## src/rtl/tetris_input_arbiter.sv

```systemverilog
// rtl/tetris_input_arbiter.sv - turns buttons, gravity and garbage rows into one-cycle core commands
// Commands are launched only while the core idles in WAIT; everything else is latched as pending.
package enum_type;
  typedef enum logic [3:0] {
    NONE, INIT, GEN, WAIT, PCHECK, CLEAR, END,
    DOWN, LEFT, RIGHT, ROTATE, ROTATE_REV, DROP, HOLD, BAR
  } state_type;
endpackage

module tetris_input_arbiter
  import enum_type::*;
#(
  parameter int GRAVITY_CYCLES = 50_000_000,
  parameter int DAS_CYCLES     = 17_000_000,
  parameter int ARR_CYCLES     = 5_000_000,
  parameter int BAR_DEPTH      = 4
) (
  input  logic        clk,
  input  logic        reset,
  input  state_type   state,
  input  logic        btn_left,
  input  logic        btn_right,
  input  logic        btn_rotate,
  input  logic        btn_rotate_rev,
  input  logic        btn_down,
  input  logic        btn_drop,
  input  logic        btn_hold,
  input  logic [3:0]  speed,
  input  logic        bar_valid,
  output logic        bar_ready,
  input  logic [9:0]  bar_data,
  output state_type   ctrl,
  output logic [9:0]  bar_mask,
  output logic [2:0]  bar_count
);

  localparam int MAXP = (GRAVITY_CYCLES > DAS_CYCLES)
                      ? ((GRAVITY_CYCLES > ARR_CYCLES) ? GRAVITY_CYCLES : ARR_CYCLES)
                      : ((DAS_CYCLES > ARR_CYCLES) ? DAS_CYCLES : ARR_CYCLES);
  localparam int CW = $clog2(MAXP + 1);
  localparam int AW = $clog2(BAR_DEPTH);
  localparam logic [CW-1:0] DAS_LIM = CW'(DAS_CYCLES);
  localparam logic [CW-1:0] ARR_LIM = CW'(ARR_CYCLES);

  // Bit order is the issue priority: hold, rotate, rotate_rev, left, right, drop, down.
  logic [6:0]    btn, btn_q, rise, set_v, pend, clr;
  logic          run, grav_pend, grav_fire, clr_grav, pop, store;
  logic [CW-1:0] grav_cnt, grav_period;
  logic [CW-1:0] rep_cnt [3];
  logic [2:0]    rep_das, rep_btn, rep_fire;
  logic [9:0]    mem [BAR_DEPTH];
  logic [AW-1:0] wr_ptr, rd_ptr;
  state_type     cmd;

  assign btn   = {btn_down, btn_drop, btn_right, btn_left, btn_rotate_rev, btn_rotate, btn_hold};
  assign rise  = btn & ~btn_q;
  assign run   = (state != INIT) && (state != END);
  assign set_v = rise | {rep_fire[2], 1'b0, rep_fire[1], rep_fire[0], 3'b000};

  assign grav_period = CW'(GRAVITY_CYCLES) >> speed;
  assign grav_fire   = run && (state != GEN) && (grav_cnt == grav_period - CW'(1));

  assign bar_ready = bar_count < 3'(BAR_DEPTH);
  assign store     = bar_valid && bar_ready && (state != INIT) && (bar_data != 10'h3FF);

  // Repeat channels: 0 = left, 1 = right, 2 = down (down skips the DAS phase).
  assign rep_btn = {btn[6], btn[4], btn[3]};
  always_comb begin
    rep_fire = '0;
    for (int i = 0; i < 3; i++) begin
      rep_fire[i] = run && rep_btn[i] &&
                    (rep_cnt[i] == ((rep_das[i] || (i == 2)) ? ARR_LIM : DAS_LIM));
    end
  end

  always_comb begin
    cmd      = NONE;
    clr      = '0;
    clr_grav = 1'b0;
    pop      = 1'b0;
    if (!run) begin
      if ((|rise) && (ctrl == NONE)) cmd = DOWN;
    end else if ((state == WAIT) && (ctrl == NONE)) begin
      if (pend[0]) begin
        cmd = HOLD; clr[0] = 1'b1;
      end else if (pend[1]) begin
        cmd = ROTATE; clr[1] = 1'b1;
      end else if (pend[2]) begin
        cmd = ROTATE_REV; clr[2] = 1'b1;
      end else if (pend[3]) begin
        cmd = LEFT; clr[3] = 1'b1;
      end else if (pend[4]) begin
        cmd = RIGHT; clr[4] = 1'b1;
      end else if (pend[5]) begin
        cmd = DROP; clr[5] = 1'b1; clr_grav = 1'b1;
      end else if (pend[6] || grav_pend) begin
        cmd = DOWN; clr[6] = 1'b1; clr_grav = 1'b1;
      end else if (bar_count != 3'd0) begin
        cmd = BAR; pop = 1'b1;
      end
    end
  end

  always_ff @(posedge clk or posedge reset) begin
    if (reset) begin
      btn_q     <= '0;
      pend      <= '0;
      grav_pend <= 1'b0;
      grav_cnt  <= '0;
    end else begin
      btn_q <= btn;
      if (!run) begin
        pend      <= '0;
        grav_pend <= 1'b0;
      end else begin
        pend      <= (pend & ~clr) | set_v;
        grav_pend <= (grav_pend & ~clr_grav) | grav_fire;
      end
      if (state == GEN) grav_cnt <= '0;
      else if (run)     grav_cnt <= grav_fire ? '0 : grav_cnt + CW'(1);
    end
  end

  always_ff @(posedge clk or posedge reset) begin
    if (reset) begin
      rep_das <= '0;
      for (int i = 0; i < 3; i++) rep_cnt[i] <= '0;
    end else begin
      for (int i = 0; i < 3; i++) begin
        if (!run || !rep_btn[i]) begin
          rep_cnt[i] <= '0;
          rep_das[i] <= 1'b0;
        end else if (rep_fire[i]) begin
          rep_cnt[i] <= CW'(1);
          rep_das[i] <= 1'b1;
        end else begin
          rep_cnt[i] <= rep_cnt[i] + CW'(1);
        end
      end
    end
  end

  // Rows without a hole are dropped at the door; INIT flushes the queue.
  always_ff @(posedge clk) begin
    if (store) mem[wr_ptr] <= bar_data;
  end

  always_ff @(posedge clk or posedge reset) begin
    if (reset) begin
      wr_ptr    <= '0;
      rd_ptr    <= '0;
      bar_count <= '0;
    end else if (state == INIT) begin
      wr_ptr    <= '0;
      rd_ptr    <= '0;
      bar_count <= '0;
    end else begin
      if (store) wr_ptr <= wr_ptr + AW'(1);
      if (pop)   rd_ptr <= rd_ptr + AW'(1);
      bar_count <= bar_count + 3'(store) - 3'(pop);
    end
  end

  always_ff @(posedge clk or posedge reset) begin
    if (reset) begin
      ctrl     <= NONE;
      bar_mask <= '0;
    end else begin
      ctrl     <= cmd;
      bar_mask <= pop ? mem[rd_ptr] : 10'd0;
    end
  end

endmodule

```

## config.mk

```make
export PLATFORM = sky130hd
export DESIGN_NAME = tetris_input_arbiter
export DESIGN_NICKNAME = d
export VERILOG_FILES = /design/src/rtl/tetris_input_arbiter.sv
export SDC_FILE = /design/constraint.sdc
export NUM_CORES = 1
export LEC_CHECK = 0
export ABC_AREA = 1
export ABC_CLOCK_PERIOD_IN_PS = 8600
export CAP_MARGIN = 20
export CORE_MARGIN = 2
export CORE_UTILIZATION = 35
export DETAILED_ROUTE_END_ITERATION = 12
export HOLD_SLACK_MARGIN = 0.02
export PLACE_DENSITY_LB_ADDON = 0.08
export SYNTH_ARGS = -nofsm -noshare
export SYNTH_HDL_FRONTEND = slang
export SYNTH_SLANG_ARGS = --single-unit
```

## constraint.sdc

```tcl
create_clock -name clk -period 8.6 [get_ports clk]
set_input_delay 1.72 -clock clk [delete_from_list [all_inputs] [get_ports clk]]
set_output_delay 1.72 -clock clk [all_outputs]
set_load 0.02 [all_outputs]
```

==> flow_metrics.env, run 1 <==
export IMPL_outcome="completed"
export IMPL_multi_input_area_um2=4397
export IMPL_first_iter_violations=516
export IMPL_setup_viol=0
export IMPL_rsz0062_at_grt="no"
export IMPL_cts_max_path_buffers=2
export IMPL_drive_gt1_frac=0.04981
export IMPL_hold_class="flop to flop"
export IMPL_die_h_um=172.4
export IMPL_r2r_start="pend[1]$_DFF_PP0_"
export IMPL_max_freq_mhz=230.8
export IMPL_postRouteAntennaNets=0
export IMPL_layout_common_cells="nand2_1 (262), nor2_1 (200), inv_1 (161), dfrtp_1 (142), nand3_1 (95)"
export IMPL_fin_crit_ps=4332
export IMPL_dp_slack_ps=3804
export IMPL_worst_r2r_path_depth=11
export IMPL_drc=0
export IMPL_crit_type="primary input to flop"
export IMPL_cp_arrival_ps=4610
export IMPL_avgSynthCellArea_um2=7.829
export IMPL_antenna_found_initial=0
export IMPL_synth_edf_count=40
export IMPL_tightest_slew_ps=985.7
export IMPL_synthToLayoutAreaGrowth_pct=14.91
export IMPL_cts_sinks=182
export IMPL_finalCritPeriodShare=0.5038
export IMPL_ys_warnings_count=0
export IMPL_finalMaxSlewViolations=0
export IMPL_cp_start_kind="primary input"
export IMPL_yosysTopAreaCellShare=0.3580
export IMPL_fin_ws_ps=4268
export IMPL_final_common_cell="nand2_1"
export IMPL_portBuffers=45
export IMPL_ys_seq_area_frac=0.4790
export IMPL_p_total_uw=2189
export IMPL_synth_area_leaders="dfrtp_1 (36%), edfxtp_1 (12%), nand2_1 (9.9%), nor2_1 (7.6%), inv_1 (6.1%)"
export IMPL_final_nets=1355
export IMPL_regToRegSetupSlack_ps=6110
export IMPL_numCtsBuffers=17
export IMPL_wl_per_cell_um=14.57
export IMPL_switching_share=0.3224
export IMPL_p_leak_uw=0.005023
export IMPL_grt_max_degree=81
export IMPL_grt_pass1_vias=7968
export IMPL_fp_dieW_um=172.4
export IMPL_cp_required_ps=8870
export IMPL_cts_resized=0
export IMPL_clk_pin_slew_ps=80
export IMPL_p_comb_frac=0.148
export IMPL_netlist_instances=1268
export IMPL_hold_viol=0
export IMPL_yosysTopAreaCell="dfrtp_1"
export IMPL_synth_cell_area_um2=9927
export IMPL_finClkSkew_ps=23.14
export IMPL_via_per_inst=4.879
export IMPL_switchingPower_uw=705.7
export IMPL_coreArea_um2=27860
export IMPL_pwr_share_clk=0.395
export IMPL_ios=46
export IMPL_h_tree_depth=4
export IMPL_holdBufCountCts=0
export IMPL_synth_ff_type="dfrtp_1"
export IMPL_fill_cells=2889
export IMPL_maxCapViolations=0
export IMPL_peakVddDrop_v=0.0001343
export IMPL_fin_tns_setup_ps=0
export IMPL_clock_latency_ps=440
export IMPL_crit_fanout=26
export IMPL_end_kind="flop"
export IMPL_yosys_register_bits=182
export IMPL_root_buffer="clkbuf_16"
export IMPL_start_util=0.3563
export IMPL_internal_power_uw=1483
export IMPL_die_area_um2=29730
export IMPL_place_hpwl_um=17550
export IMPL_relSlewSlack=0.3405
export IMPL_p_seq_frac=0.457
export IMPL_async_flop_share=0.7802
export IMPL_syn_nets=1311
export IMPL_endpoint="grav_cnt[14]$_DFFE_PP0P_"
export IMPL_grt_first_pass_wirelength_um=41240
export IMPL_hold_slack_ps=489.3
export IMPL_cts_tree="yes"
export IMPL_drt_total_wl_um=24820
export IMPL_cp_startpoint="speed[2]"
export IMPL_grt_remaining_overflow=0
export IMPL_insertedDiodeCount=0
export IMPL_drtPass1Iterations=8
export IMPL_ys_types=41
export IMPL_p_per_area_nw_per_um2=191.9
export IMPL_place_congestion=0.8808
export IMPL_postPlaceCellArea_um2=10740
export IMPL_rows=61
export IMPL_rr_endpoint="bar_count[2]$_DFF_PP0_"
export IMPL_regArea_um2=4755
export IMPL_grt_use_total=0.1764
export IMPL_via_count=8309
export IMPL_post_cts_buffers=0
export IMPL_fin_area_um2=11410
flip-flops by register name, indices dropped and copies added (netlist names):
name,cells
bar_count,3
bar_mask,10
btn_q,7
ctrl,4
grav_cnt,26
grav_pend,1
mem,40
pend,7
rd_ptr,2
rep_cnt,78
rep_das,2
wr_ptr,2
cell usage after synthesis, types with 2 or more instances:
cell type and count:
or2_2 4, nor3_1 38, o211ai_1 3, nor4_1 15, nand3b_1 4, nor3b_1 6, buf_6 3, nand2_2 4
dfrtp_1 142, inv_1 162, nor2_2 8, nand4_1 40, nor2_1 200, a21oi_1 44, xnor2_1 17, clkinv_1 3
inv_2 4, nand3_1 95, o21ai_0 61, nand2_1 262, buf_4 6, buf_1 2, edfxtp_1 40, clkbuf_1 12
nor3_2 6, a31oi_1 10, o21ai_1 14, buf_2 2, xor2_1 33, ha_1 14, o21a_1 4
power groups by stage:
stage / sequential (uW) / clock, uW / combinational [uW]
final: 1000 / 864 / 324
after global routing: 1010 / 927 / 376
after CTS: 1000 / 895 / 329
after detailed placement: 1020 / 0 / 328
after global placement: 1020 / 0 / 325
after floorplan: 1010 / 0 / 217
worst max-delay path, stage by stage:
cell and delay, ps:
clkdlybuf4s50_1 850, nand2_1 200, nand2_1 150, inv_1 50, ha_1 300, inv_1 60
nand2_1 40, nand2_1 70, nand2_1 50, inv_1 60, nand3_1 60, nor2_1 90
nand2_1 50, nor2_1 80, nand3_1 80, nor2_2 110, nand2_2 330, nand3_1 160
o21ai_0 100
cell families (layout without fill, tap and decap cells):
kind of cell,count (synthesis),in the layout,synth area share
AO/OA/AOI/OAI,141,141,0.07562
XOR/XNOR,50,50,0.04411
adder cells (fa/ha/maj),15,15,0.01966
buffers and inverters,194,251,0.07814
flip-flops,182,182,0.4790
AND/OR/NAND/NOR,686,686,0.3035
worst min-delay path by stage:
stage | startpoint | to | slack (ps) | cells after the start
4_1_cts | rep_cnt[52]$_DFF_PP0_ | rep_cnt[52]$_DFF_PP0_ | 500 | 1
3_3_place_gp | rep_cnt[52]$_DFF_PP0_ | rep_cnt[52]$_DFF_PP0_ | 480 | 1
2_1_floorplan | rep_cnt[52]$_DFF_PP0_ | rep_cnt[52]$_DFF_PP0_ | 450 | 1
3_5_place_dp | rep_cnt[52]$_DFF_PP0_ | rep_cnt[52]$_DFF_PP0_ | 480 | 1
5_1_grt | rep_cnt[52]$_DFF_PP0_ | rep_cnt[52]$_DFF_PP0_ | 510 | 1
6_report | rep_cnt[52]$_DFF_PP0_ | rep_cnt[52]$_DFF_PP0_ | 490 | 1
metrics by stage:
step / utilization / cells
6_report: 0.4095 / 1703
5_1_grt: 0.4095 / 1703
4_1_cts: 0.4092 / 1702
3_5_place_dp: 0.3857 / 1670
3_3_place_gp: 0.3857 / 1670
2_1_floorplan: - / 1268
area by class of cell:
cell class | count | share of cell area
Sequential cell | 182 | 0.4168
Multi-Input combinational cell | 892 | 0.3854
Timing Repair Buffer | 50 | 0.04278
Clock inverter | 15 | 0.02018
Tap cell | 378 | 0.04146
Inverter | 169 | 0.05605
Clock buffer | 17 | 0.03729
routing by layer:
layer / GRT usage / part of all wire
met3: 0.02358 / 0.033
met2: 0.2880 / 0.46
met4: 0.05371 / 0.018
met5: 0 / 0
met1: 0.2438 / 0.49
(Power assumes the default switching activity.)
==> inputs of run 2 (changes only) <==
- ABC_CLOCK_PERIOD_IN_PS: 8600 -> 3900
- clock period: 8.6 -> 3.9 ns (I/O delays scaled with it)
==> flow_metrics.env, run 2 (synthesis gave the netlist of run 1 again) <==
export IMPL_outcome="completed"
export IMPL_multi_input_area_um2=4397
export IMPL_cts_resized=0
export IMPL_max_freq_mhz=305.0
export IMPL_regArea_um2=4755
export IMPL_crit_type="primary input to flop"
export IMPL_start_util=0.3563
export IMPL_first_iter_violations=530
export IMPL_clock_latency_ps=430
export IMPL_relSlewSlack=0.4637
export IMPL_root_buffer="clkbuf_16"
export IMPL_min_from="rep_cnt[52]$_DFF_PP0_"
export IMPL_largestRegisters="rep_cnt x78, mem x40, grav_cnt x26"
export IMPL_rows=61
export IMPL_crit_fanout=26
export IMPL_antenna_found_initial=0
export IMPL_cts_tree="yes"
export IMPL_h_tree_depth=4
export IMPL_wl_per_cell_um=14.34
export IMPL_grt_pass1_vias=7953
export IMPL_clk_pin_slew_ps=70
export IMPL_final_nets=1366
export IMPL_via_per_inst=4.853
export IMPL_coreArea_um2=27860
export IMPL_insertedDiodeCount=0
export IMPL_die_h_um=172.4
export IMPL_regToRegSetupSlack_ps=1360
export IMPL_via_count=8318
export IMPL_largest_reg_flops=78
export IMPL_holdBufCountCts=0
export IMPL_grt_first_pass_wirelength_um=40770
export IMPL_final_cells=1714
export IMPL_finClkSkew_ps=11.13
export IMPL_place_congestion=0.8967
export IMPL_hold_viol=0
export IMPL_r2r_start="pend[1]$_DFF_PP0_"
export IMPL_finalMaxSlewViolations=0
export IMPL_drc=0
export IMPL_finalCritPeriodShare=0.8406
export IMPL_p_leak_uw=0.005046
export IMPL_cts_max_path_buffers=2
export IMPL_hold_class="flop to flop"
export IMPL_setup_viol=0
export IMPL_cts_sinks=182
export IMPL_grt_use_total=0.1744
export IMPL_final_common_cell="nand2_1"
export IMPL_postLayoutCoreUtil=0.4104
export IMPL_hold_path_depth=1
export IMPL_hold_path_endpoint="rep_cnt[52]$_DFF_PP0_"
export IMPL_largest_register="rep_cnt"
export IMPL_rr_endpoint="bar_count[2]$_DFF_PP0_"
export IMPL_post_cts_buffers=0
export IMPL_fin_tns_setup_ps=0
export IMPL_maxCapViolations=0
export IMPL_fill_cells=2877
export IMPL_grt_max_degree=72
export IMPL_hold_slack_ps=488.9
export IMPL_p_per_area_nw_per_um2=406.8
export IMPL_portBuffers=45
export IMPL_placed_cells=1682
export IMPL_place_hpwl_um=17710
export IMPL_drive_gt1_frac=0.05614
export IMPL_synthToLayoutAreaGrowth_pct=15.18
export IMPL_cp_start_kind="primary input"
export IMPL_numCtsBuffers=17
export IMPL_fp_dieW_um=172.4
export IMPL_cp_arrival_ps=3560
export IMPL_postRouteAntennaNets=0
export IMPL_die_area_um2=29730
export IMPL_fin_crit_ps=3279
export IMPL_layout_common_cells="nand2_1 (262), nor2_1 (200), inv_1 (161), dfrtp_1 (142), nand3_1 (95)"
export IMPL_worst_r2r_path_depth=11
export IMPL_end_kind="flop"
export IMPL_drtPass1Iterations=5
export IMPL_drt_total_wl_um=24590
export IMPL_ios=46
export IMPL_cp_required_ps=4190
export IMPL_tightest_slew_ps=804.5
export IMPL_rsz0062_at_grt="no"
export IMPL_peakVddDrop_v=0.0002809
export IMPL_grt_remaining_overflow=0
## run 2: cell types whose count changed in the layout (fill, tap and decap cells not counted), moves of 2 or more
cell        change
buf_4          +10
inv_12          -9
clkinvlp_4      +2
clkinv_4        +3
## run 2: report_power, final
| part | switching, uW | internal (uW) | leakage (uW) |
|---|---|---|---|
| registers | 112 | 2090 | 0.00228 |
| clock network | 805 | 921 | 0.000285 |
| logic | 455 | 271 | 0.00248 |
## run 2: stage by stage
step,setup slack (ps),instance area (um2),total power (uW)
3_5_place_dp,194.1,10850,2971
4_1_cts,641.7,11430,4725
3_3_place_gp,251.6,10850,2964
6_report,621.5,11430,4651
5_1_grt,336.2,11430,4928
2_1_floorplan,1208,9931,2703
## run 2: how the worst max path moves through the flow
stage / startpoint / end / slack [ps] / cells past startpoint
CTS: speed[1] / grav_cnt[10]$_DFFE_PP0P_ / 640 / 19
detailed placement: speed[1] / grav_cnt[16]$_DFFE_PP0P_ / 190 / 19
floorplan: speed[2] / grav_cnt[5]$_DFFE_PP0P_ / 1210 / 21
global route: speed[1] / grav_cnt[14]$_DFFE_PP0P_ / 340 / 19
finish: speed[1] / grav_cnt[10]$_DFFE_PP0P_ / 620 / 19
global placement: speed[1] / grav_cnt[10]$_DFFE_PP0P_ / 250 / 19
## run 2: final cells by class
| type | instances | area share |
|---|---|---|
| timing repair buffer | 61 | 0.05100 |
| clock inverter | 13 | 0.01269 |
| clock buffer | 19 | 0.03874 |
| multi-input combinational | 892 | 0.3845 |
| sequential | 182 | 0.4158 |
| tap | 378 | 0.04137 |
| inverter | 169 | 0.05581 |
## run 2: critical path, stage by stage
cell and delay (ps):
clkdlybuf4s50_1 670, inv_2 120, nor2_1 200, o211ai_1 120, ha_1 300, inv_1 60, nand2_1 40, nand2_1 80
nand2_1 60, inv_1 50, nand3_1 50, nor2_1 90, nand2_1 50, nor2_1 80, nand3_1 80, nor2_2 110
nand2_2 350, nand3_1 180, o21ai_0 90
## run 2: layer usage
layer / GRT usage / routed length (um)
met1: 0.2329 / 11790
met5: 0 / 0
met2: 0.2923 / 11630
met4: 0.05042 / 393
met3: 0.02747 / 776
==> inputs of run 3 (changes only) <==
- ABC_CLOCK_PERIOD_IN_PS: 3900 -> 2870
- clock period: 3.9 -> 2.87 ns (I/O delays scaled with it)
==> flow_metrics.env, run 3 (synthesis gave the netlist of run 1 again) <==
export IMPL_finalMaxSlewViolations=0
export IMPL_internal_power_uw=4376
export IMPL_p_leak_uw=0.005289
export IMPL_grt_use_total=0.1787
export IMPL_crit_slowest_cell="clkdlybuf4s50_1"
export IMPL_clk_pin_slew_ps=70
export IMPL_holdBufCountCts=0
export IMPL_drive_gt1_frac=0.08478
export IMPL_finalCritPeriodShare=0.8879
export IMPL_place_congestion=0.8477
export IMPL_first_iter_violations=469
export IMPL_cp_required_ps=3190
export IMPL_fp_dieW_um=172.4
export IMPL_via_per_inst=4.828
export IMPL_grt_pass1_vias=8448
export IMPL_numCtsBuffers=17
export IMPL_root_buffer="clkbuf_16"
export IMPL_rsz0062_at_grt="no"
export IMPL_dr_wl_met3_um=575
export IMPL_max_freq_mhz=392.4
export IMPL_fin_crit_ps=2548
export IMPL_die_h_um=172.4
export IMPL_grt_first_pass_wirelength_um=42080
export IMPL_crit_buf_inv=3
export IMPL_final_nets=1410
export IMPL_crit_type="primary input to flop"
export IMPL_wl_met2_um=11990
export IMPL_postLayoutCoreUtil=0.4226
export IMPL_drt_total_wl_um=24760
export IMPL_grt_remaining_overflow=0
export IMPL_regToRegSetupSlack_ps=440
export IMPL_place_hpwl_um=18230
export IMPL_peakVddDrop_v=0.0004446
export IMPL_rr_endpoint="bar_count[2]$_DFF_PP0_"
export IMPL_via_count=8487
export IMPL_antenna_found_initial=0
export IMPL_ios=46
export IMPL_layout_common_cells="nand2_1 (262), nor2_1 (200), inv_1 (161), dfrtp_1 (142), nand3_1 (95)"
export IMPL_r2r_start="pend[1]$_DFF_PP0_"
export IMPL_cp_arrival_ps=2870
export IMPL_hold_class="flop to flop"
export IMPL_portBuffers=45
export IMPL_pwr_share_clk=0.351
export IMPL_grt_max_degree=35
export IMPL_rows=61
export IMPL_largest_register="rep_cnt"
export IMPL_maxCapViolations=0
export IMPL_wl_met1_um=12010
export IMPL_cpPeakStageDelay_ps=450
export IMPL_insertedDiodeCount=0
export IMPL_p_comb_frac=0.168
export IMPL_cp_start_kind="primary input"
export IMPL_hold_slack_ps=484.3
export IMPL_h_tree_depth=4
export IMPL_switchingPower_uw=1844
export IMPL_relSlewSlack=0.2974
export IMPL_worst_r2r_path_depth=11
export IMPL_final_common_cell="nand2_1"
export IMPL_min_from="rep_cnt[52]$_DFF_PP0_"
export IMPL_hold_viol=0
export IMPL_postRouteAntennaNets=0
export IMPL_fill_cells=2899
export IMPL_cts_sinks=182
export IMPL_drtPass1Iterations=5
export IMPL_hold_path_endpoint="rep_cnt[52]$_DFF_PP0_"
export IMPL_synthToLayoutAreaGrowth_pct=18.59
export IMPL_end_kind="flop"
export IMPL_hold_path_depth=1
export IMPL_clock_latency_ps=440
export IMPL_p_per_area_nw_per_um2=528.3
export IMPL_wl_per_cell_um=14.08
export IMPL_drc=0
export IMPL_start_util=0.3563
export IMPL_setup_viol=0
export IMPL_highest_layer="met4"
export IMPL_largestRegisters="rep_cnt x78, mem x40, grav_cnt x26"
export IMPL_finClkSkew_ps=16.93
export IMPL_crit_fanout=2
export IMPL_outcome="completed"
export IMPL_die_area_um2=29730
export IMPL_cts_max_path_buffers=2
export IMPL_largest_reg_flops=78
export IMPL_cts_tree="yes"
export IMPL_switching_share=0.2965
export IMPL_crit_chain="clkdlybuf4s50_1 > inv_1 > nor3_1 > nand3_1 > nor3_1 > ha_1 > inv_1 > ha_1 > fa_1 > o21ai_0 > a21oi_1"
export IMPL_coreArea_um2=27860
export IMPL_p_seq_frac=0.480
export IMPL_tightest_slew_ps=1050
export IMPL_critPathTopFamily="simple AND/OR/NAND/NOR gates"
run 3: changes by cell type in the layout (fill, tap and decap cells not counted), sizes merged:
cell | previous run | this run
clkinvlp | 2 | 1
inv | 169 | 170
clkinv | 10 | 11
bufinv | 1 | 0
dlymetal6s2s | 0 | 3
clkdlybuf4s50 | 45 | 42
buf | 16 | 60
run 3: what timing repair did:
action                                  CTS  global route
endpoints found under the hold margin     0             0
resized for setup                         0             3
buffers inserted                          0             0
endpoints found under the setup margin    0             6
run 3: worst max path at each step:
stage / startpoint / slack, ps / cells after the start / endpoint
floorplan: speed[2] / 380 / 21 / grav_cnt[5]$_DFFE_PP0P_
global placement: state[0] / -200 / 11 / bar_count[2]$_DFF_PP0_
detailed placement: state[0] / -200 / 11 / bar_count[2]$_DFF_PP0_
CTS: state[0] / 270 / 11 / bar_count[2]$_DFF_PP0_
global route: speed[3] / 90 / 19 / grav_cnt[10]$_DFFE_PP0P_
finish: state[0] / 320 / 11 / bar_count[2]$_DFF_PP0_
run 3: through the flow:
| stage | TNS, ps | setup slack, ps | instances | power, uW | area [um2] |
|---|---|---|---|---|---|
| 2_1_floorplan | 0 | 384.4 | 1268 | 3673 | 9931 |
| 3_3_place_gp | -3665 | -203.3 | 1724 | 4090 | 11210 |
| 3_5_place_dp | -4840 | -196.8 | 1724 | 4097 | 11210 |
| 4_1_cts | 0 | 272.5 | 1756 | 6314 | 11740 |
| 5_1_grt | 0 | 92.91 | 1758 | 6601 | 11770 |
| 6_report | 0 | 321.8 | 1758 | 6219 | 11770 |
run 3: routing by layer:
metal  track usage  vias up
met5             0        -
met4       0.04238        0
met3       0.02655       14
met2        0.3012      110
met1        0.2419     4026
li1              -     4337
run 3: final cells by class:
cell class / count / area, um2 / share of cell area
Multi-Input combinational cell: 892 / 4397 / 0.3735
Timing Repair Buffer: 105 / 978.4 / 0.08311
Clock buffer: 19 / 432.9 / 0.03677
Inverter: 169 / 638.1 / 0.05420
Sequential cell: 182 / 4755 / 0.4039
Tap cell: 378 / 473.0 / 0.04017
Clock inverter: 13 / 98.84 / 0.008396
run 3: worst register-to-register path: cells and delay by family, from the launching register on:
family	cells	cell delay, ps
DFF	1	390
AOI/OAI and AO/OA	2	230
and+or+nand+nor	4	830
adders and majority gates	3	750
buffers and inverters	2	130
run 3: power by group through the flow:
stage	Sequential (uW)	Clock (uW)	Combinational (uW)
2_1_floorplan	3020	0	650
6_report	2990	2180	1050
5_1_grt	3020	2370	1210
3_3_place_gp	3040	0	1050
4_1_cts	2990	2260	1060
3_5_place_dp	3040	0	1050
